===== config.mk =====
export PLATFORM = sky130hd
export DESIGN_NAME = fetch_unit_flat
export DESIGN_NICKNAME = d
export VERILOG_FILES = /design/src/rtl/fetch_pkg.sv /design/src/rtl/fetch_if.sv /design/src/rtl/fetch_queue.sv /design/src/rtl/fetch_unit.sv /design/src/flat_wrapper.sv
export SDC_FILE = /design/constraint.sdc
export NUM_CORES = 1
export LEC_CHECK = 0
export CORE_AREA = 3 3 109 111
export CTS_BUF_LIST = sky130_fd_sc_hd__clkbuf_8
export CTS_CLUSTER_DIAMETER = 80
export DETAILED_ROUTE_END_ITERATION = 8
export DIE_AREA = 0 0 112 114
export PLACE_DENSITY = 0.83
export RECOVER_POWER = 100
export SYNTH_ARGS = -nofsm -noshare
export SYNTH_HDL_FRONTEND = slang
export SYNTH_SLANG_ARGS = --single-unit

===== constraint.sdc =====
create_clock -name clk -period 6.3 [get_ports clk]
set_clock_uncertainty 0.2 [all_clocks]
set_input_delay 1.575 -clock clk [delete_from_list [all_inputs] [get_ports clk]]
set_output_delay 1.575 -clock clk [all_outputs]
set_load 0.02 [all_outputs]

===== src/rtl/fetch_pkg.sv =====
// rtl/fetch_pkg.sv - shared widths, reset PC, memory size and queue entry type for the fetch stage
package fetch_pkg;

    localparam int ADDR_W = 16;
    localparam int DATA_W = 16;
    localparam logic [ADDR_W-1:0] RESET_PC = 16'h0000;
    localparam int MEM_WORDS = 16384;

    typedef struct packed {
        logic [DATA_W-1:0] word;
        logic [ADDR_W-1:0] pc;
    } fetch_entry_t;

endpackage


===== src/rtl/fetch_if.sv =====
// rtl/fetch_if.sv - memory read port and decode handshake bundle of the fetch stage
interface fetch_if #(
    parameter int ADDR_W = fetch_pkg::ADDR_W,
    parameter int DATA_W = fetch_pkg::DATA_W
);
    logic              mem_busy;
    logic              mem_read;
    logic [ADDR_W-1:0] mem_addr;
    logic [DATA_W-1:0] mem_data;
    logic              instr_valid;
    logic [DATA_W-1:0] instr;
    logic [ADDR_W-1:0] instr_pc;
    logic              instr_ready;

    modport master (
        input  mem_busy, mem_data, instr_ready,
        output mem_read, mem_addr, instr_valid, instr, instr_pc
    );

    modport slave (
        output mem_busy, mem_data, instr_ready,
        input  mem_read, mem_addr, instr_valid, instr, instr_pc
    );
endinterface


===== src/rtl/fetch_queue.sv =====
// rtl/fetch_queue.sv - prefetch FIFO of {word, pc}; head output holds its last value while empty
module fetch_queue
    import fetch_pkg::*;
#(
    parameter int DEPTH = 2
) (
    input  logic                     clk,
    input  logic                     reset,
    input  logic                     flush,
    input  logic                     push,
    input  fetch_entry_t             push_entry,
    input  logic                     pop,
    output fetch_entry_t             head,
    output logic                     valid,
    output logic [$clog2(DEPTH):0]   count
);
    localparam int PTR_W = $clog2(DEPTH);
    localparam int CNT_W = PTR_W + 1;

    fetch_entry_t     entries [DEPTH];
    fetch_entry_t     last_head;
    logic [PTR_W-1:0] wr_ptr;
    logic [PTR_W-1:0] rd_ptr;
    logic             do_pop;

    assign valid  = (count != '0);
    assign do_pop = pop && valid;
    assign head   = valid ? entries[rd_ptr] : last_head;

    always_ff @(posedge clk or posedge reset) begin
        if (reset) begin
            wr_ptr    <= '0;
            rd_ptr    <= '0;
            count     <= '0;
            last_head <= '0;
            for (int i = 0; i < DEPTH; i++) begin
                entries[i] <= '0;
            end
        end else begin
            // Remember the current head so an emptied queue keeps presenting it.
            if (valid) begin
                last_head <= entries[rd_ptr];
            end
            if (flush) begin
                wr_ptr <= '0;
                rd_ptr <= '0;
                count  <= '0;
            end else begin
                if (push) begin
                    entries[wr_ptr] <= push_entry;
                    wr_ptr          <= wr_ptr + 1'b1;
                end
                if (do_pop) begin
                    rd_ptr <= rd_ptr + 1'b1;
                end
                count <= count + CNT_W'(push) - CNT_W'(do_pop);
            end
        end
    end
endmodule


===== src/rtl/fetch_unit.sv =====
// rtl/fetch_unit.sv - fetch address, memory issue, prefetch queue; FETCH_BOUND_CHECK_EN adds a sticky bound fault
module fetch_unit
    import fetch_pkg::*;
#(
    parameter int ADDR_W = fetch_pkg::ADDR_W,
    parameter int DATA_W = fetch_pkg::DATA_W,
    parameter int DEPTH = 2,
`ifdef FETCH_BOUND_CHECK_EN
    parameter int MEM_WORDS = fetch_pkg::MEM_WORDS,
`endif
    parameter logic [ADDR_W-1:0] RESET_PC = fetch_pkg::RESET_PC
) (
    input  logic              clk,
    input  logic              reset,
    fetch_if.master           bus,
    input  logic              redirect,
    input  logic [ADDR_W-1:0] redirect_addr,
    output logic              fault
);
    logic [ADDR_W-1:0]      fetch_pc;
    logic [ADDR_W-1:0]      issued_pc;
    logic                   inflight;
    logic                   pop;
    logic                   push;
    logic                   base_ok;
    logic                   issue;
    logic [$clog2(DEPTH):0] count;
    fetch_entry_t           push_entry;
    fetch_entry_t           head;

    assign pop = bus.instr_valid && bus.instr_ready;

    // Credit rule: a slot must be free once the in-flight word lands and this cycle's pop leaves.
    assign base_ok = !reset && !redirect && !bus.mem_busy &&
                     ((int'(count) + int'(inflight) - int'(pop)) < DEPTH);

`ifdef FETCH_BOUND_CHECK_EN
    logic out_of_range;
    assign out_of_range = (32'(fetch_pc) >= 32'(MEM_WORDS));
    assign issue        = base_ok && !fault && !out_of_range;

    always_ff @(posedge clk or posedge reset) begin
        if (reset) begin
            fault <= 1'b0;
        end else if (redirect) begin
            fault <= 1'b0;
        end else if (base_ok && !fault && out_of_range) begin
            fault <= 1'b1;
        end
    end
`else
    assign issue = base_ok;
    assign fault = 1'b0;
`endif

    assign bus.mem_read = issue;
    assign bus.mem_addr = fetch_pc;

    always_ff @(posedge clk or posedge reset) begin
        if (reset) begin
            fetch_pc  <= RESET_PC;
            issued_pc <= '0;
            inflight  <= 1'b0;
        end else if (redirect) begin
            fetch_pc <= redirect_addr;
            inflight <= 1'b0;
        end else begin
            inflight <= issue;
            if (issue) begin
                fetch_pc  <= fetch_pc + 1'b1;
                issued_pc <= fetch_pc;
            end
        end
    end

    // A response landing in a redirect cycle belongs to the abandoned stream.
    assign push       = inflight && !redirect;
    assign push_entry = '{word: DATA_W'(bus.mem_data), pc: issued_pc};

    fetch_queue #(.DEPTH(DEPTH)) u_queue (
        .clk        (clk),
        .reset      (reset),
        .flush      (redirect),
        .push       (push),
        .push_entry (push_entry),
        .pop        (pop),
        .head       (head),
        .valid      (bus.instr_valid),
        .count      (count)
    );

    assign bus.instr    = head.word;
    assign bus.instr_pc = head.pc;
endmodule


===== src/flat_wrapper.sv =====
// flat-port wrapper written by rule: the top's interface ports become plain ports
module fetch_unit_flat import fetch_pkg::*;
#(
    parameter int ADDR_W = fetch_pkg::ADDR_W,
    parameter int DATA_W = fetch_pkg::DATA_W,
    parameter int DEPTH = 2,

    parameter logic [ADDR_W-1:0] RESET_PC = fetch_pkg::RESET_PC
)
  (clk, reset, redirect, redirect_addr, fault, bus_mem_busy, bus_mem_data, bus_instr_ready, bus_mem_read, bus_mem_addr, bus_instr_valid, bus_instr, bus_instr_pc);
  fetch_if #(.ADDR_W(ADDR_W), .DATA_W(DATA_W)) bus_i ();
  input  logic clk;
  input  logic reset;
  input  logic redirect;
  input  logic [ADDR_W-1:0] redirect_addr;
  output logic fault;
  input wire logic [$bits(bus_i.mem_busy)-1:0] bus_mem_busy;
  input wire logic [$bits(bus_i.mem_data)-1:0] bus_mem_data;
  input wire logic [$bits(bus_i.instr_ready)-1:0] bus_instr_ready;
  output wire logic [$bits(bus_i.mem_read)-1:0] bus_mem_read;
  output wire logic [$bits(bus_i.mem_addr)-1:0] bus_mem_addr;
  output wire logic [$bits(bus_i.instr_valid)-1:0] bus_instr_valid;
  output wire logic [$bits(bus_i.instr)-1:0] bus_instr;
  output wire logic [$bits(bus_i.instr_pc)-1:0] bus_instr_pc;
  assign bus_i.mem_busy = bus_mem_busy;
  assign bus_i.mem_data = bus_mem_data;
  assign bus_i.instr_ready = bus_instr_ready;
  assign bus_mem_read = bus_i.mem_read;
  assign bus_mem_addr = bus_i.mem_addr;
  assign bus_instr_valid = bus_i.instr_valid;
  assign bus_instr = bus_i.instr;
  assign bus_instr_pc = bus_i.instr_pc;
  fetch_unit #(.ADDR_W(ADDR_W), .DATA_W(DATA_W), .DEPTH(DEPTH), .RESET_PC(RESET_PC)) u_core (.clk(clk), .reset(reset), .bus(bus_i), .redirect(redirect), .redirect_addr(redirect_addr), .fault(fault));
endmodule

==> out/qor.yml <==
synthesis:
  synth_seq_area_share_pct: 57.03
  syn-instance-count: 457
  syn-mean-instance-area_sq_um: 12.77
  synth_warnings: 0
  yosysUniqueCellTypes: 40
  netlist_area_sq_mm: 0.005836
  ys_ff_latch: 133
  syn-num-nets: 504
global_route:
  use_met1_pct: 25.38
  track_usage_pct: 19.55
  grt_pass1_wl_um: 19510
  grt-ovfl-total: 0
  grt_antenna_before_repair: 0
  busiest_layer: "met2"
  use_met3_pct: 4.562
  grt_pass1_vias: 3896
  grt_max_degree: 66
  grt_use_met2_pct: 32.77
sta:
  rsz0062_at_grt: "false"
  tightestPinTransition_ns: 2.171
  finalSetupViolCount: 0
  max_slew_margin_pct: -45.52
  clock.fmax_mhz: 169.6
  final-max-slew-violation-count: 156
  fin_setup_tns_ns: 0
  min_period_ns: 5.897
  hold_viol: 0
  fin_crit_sh_pct: 93.60
floorplanning:
  die_x_um: 112
  design.core.area_sq_mm: 0.01089
  die_h_um: 114
  initial_core_util_pct: 53.60
  die-area_sq_mm: 0.01277
  num_rows: 38
  pin_count: 88
worst_setup_path:
  startpoint_type: "input pin"
  path_class: "input pin to primary output"
  reg2reg_depth: 8
  rr_startpoint: "u_core.u_queue.count[0]"
  cp_max_fo: 14
  required_ns: 4.53
  critical_path_arrival_ns: 4.12
  worstSetupEndpointType: "primary output"
  timing.rr.end: "u_core.issued_pc[10]"
  rrSetupSlack_ns: 2.72
clock_network:
  hold_buffers: 0
  root_buffer: "clkbuf_8"
  clk_pin_slew_worst_paths_ns: 0.07
  cts_resized: 0
  clock_latency_ns: 0.43
  cts_tree: "built"
  cts_setup_buffers: 0
  htreeDepth: 4
  clock_sinks: 133
  clock_path_buffers: 2
  cts_buffers: 17
final_layout:
  utilization_pct: 65.00
  n_fill_cell: 862
  final_cell_mix: "132 x dfrtp_1, 74 x mux2_2, 51 x dlygate4sd3_1"
  finalNonFillerCells: 696
  antennaDiodeCount: 0
  final_nets: 590
  final_common_cell: "dfrtp_1"
  area_growth_pct: 21.27
  drive_gt1_share_pct: 19.06
routing:
  detail-route-antenna-nets: 0
  dr.pass1.iters: 4
  drt_iter0_drc: 167
  wl_per_cell_um: 16.73
  viasPerCell: 5.351
  vias: 3724
  drc: 0
  routed_wl_um: 11640
status:
  status: "finished with violations"
  violations: "max-capacitance violations, max-slew violations"
placed_design:
  routabilityCongestion: 0.8646
  place_inst: 664
  post-dp-hpwl_um: 7743
  port_buffers: 86
worst_hold_path:
  min_from: "u_core.u_queue.entries[48]"
  hold_path_class: "flip-flop to flip-flop"
  hold_end: "u_core.u_queue.entries[48]"
  holdPathStages: 1
pwr:
  ir_worst_vdd_mv: 0.3263
  p_per_area_mw_per_mm2: 481.3
  leakage_nw: 3.096
run:
  max-cap-violations: 4
registers in the layout (all words and copies together) (netlist names):
signal                    count
u_core.u_queue.entries       64
u_core.inflight               1
u_core.bus.mem_addr          16
u_core.u_queue.rd_ptr         1
u_core.issued_pc             16
u_core.u_queue.wr_ptr         1
u_core.u_queue.count          2
u_core.u_queue.last_head     32
synth_stat cells:
cell / n / area [sq um]
a211o_1: 2 / 17.52
a21oi_1: 32 / 160.2
a311o_1: 1 / 10.01
and2_1: 1 / 6.260
buf_1: 1 / 3.750
buf_2: 11 / 55.05
buf_4: 1 / 7.510
buf_6: 2 / 22.52
clkbuf_1: 10 / 37.54
conb_1: 1 / 3.750
dfrtp_1: 133 / 3328
fa_1: 1 / 20.02
ha_1: 9 / 112.6
inv_1: 11 / 41.29
mux2_1: 9 / 101.4
mux2_2: 75 / 844.6
mux2i_1: 33 / 330.3
nand2_1: 20 / 75.07
nand2b_1: 1 / 6.260
nand3_1: 6 / 30.03
nand3b_1: 1 / 7.510
nand4_1: 4 / 25.02
nand4_4: 1 / 21.27
nor2_1: 41 / 153.9
nor2_4: 1 / 11.26
nor2b_1: 2 / 12.51
nor3_1: 6 / 30.03
nor3_4: 1 / 16.27
nor3b_2: 1 / 12.51
nor4_1: 3 / 18.77
nor4_2: 5 / 62.56
nor4b_2: 1 / 15.01
o21ai_0: 2 / 10.01
o21ai_1: 7 / 35.03
o21ai_2: 2 / 17.52
o221a_4: 1 / 20.02
or2_1: 1 / 6.260
or2_2: 1 / 6.260
xnor2_1: 10 / 87.58
xor2_1: 6 / 52.55
through the flow:
| step | total power [mW] | instance area (sq um) | hold slack (ns) | setup WS, ns |
|---|---|---|---|---|
| 3_5_place_dp | 2.897 | 6802 | 0.2942 | 0.6224 |
| 3_3_place_gp | 2.830 | 6802 | 0.2861 | 0.6932 |
| 4_1_cts | 3.555 | 7171 | 0.3093 | 0.6192 |
| 2_1_floorplan | 2.285 | 5836 | 0.2710 | 0.9706 |
| 6_report | 3.406 | 7077 | 0.3042 | 0.4029 |
| 5_1_grt | 3.637 | 7077 | 0.3162 | 0.2989 |
final cells by class:
cell class                 instances  area [sq um]  share of cell area (%)
clock buffer                      22         302.8                   4.279
clock inverter                    10         66.31                  0.9371
inverter                          11         42.54                  0.6011
multi-input combinational        288          2276                   32.16
sequential                       133          3329                   47.05
tap                              140         175.2                   2.475
timing repair buffer              92         884.6                   12.50
report_power, final:
part	leakage [nW]	switching (mW)	internal, mW
logic	1.23	0.730	0.628
clock network	0.217	0.296	0.354
registers	1.65	0.208	1.19
critical path, cell delays in order:
cell and delay (ns):
clkdlybuf4s50_1 0.40, o21ai_0 0.21, nor2_1 0.15, ha_1 0.24, ha_1 0.20, o221a_1 0.44, nor3_4 0.25, clkdlybuf4s50_1 0.65
logic make-up (layout without fill, tap and decap cells):
| kind of cell | count (synthesis) | after routing | share of synthesized area [%] |
|---|---|---|---|
| AOI/OAI and AO/OA | 47 | 47 | 4.631 |
| xor gates and xnor gates | 16 | 16 | 2.401 |
| adders and majority gates | 10 | 10 | 2.273 |
| buffers and inverters | 36 | 135 | 2.873 |
| DFF | 133 | 133 | 57.03 |
| muxes | 117 | 117 | 21.87 |
| other | 1 | 1 | 0.06426 |
| and+or+nand+nor | 97 | 97 | 8.855 |
worst max path at each step:
stage	from	end	slack (ns)	cells after the start
final	bus_instr_ready	bus_mem_read	0.40	8
after CTS	bus_instr_ready	bus_mem_read	0.62	8
after detailed placement	bus_instr_ready	bus_mem_read	0.62	8
after global placement	bus_instr_ready	bus_mem_read	0.69	8
after global routing	bus_instr_ready	bus_mem_read	0.30	8
after floorplan	reset	u_core.bus.mem_addr[0]	0.97	1
per-layer routing:
layer,wire [um],vias up
met3,396,15
met5,0,-
met1,5227,1874
met2,5859,80
li1,-,1755
met4,160,0
Note: power is estimated with default switching activity, not from simulation.
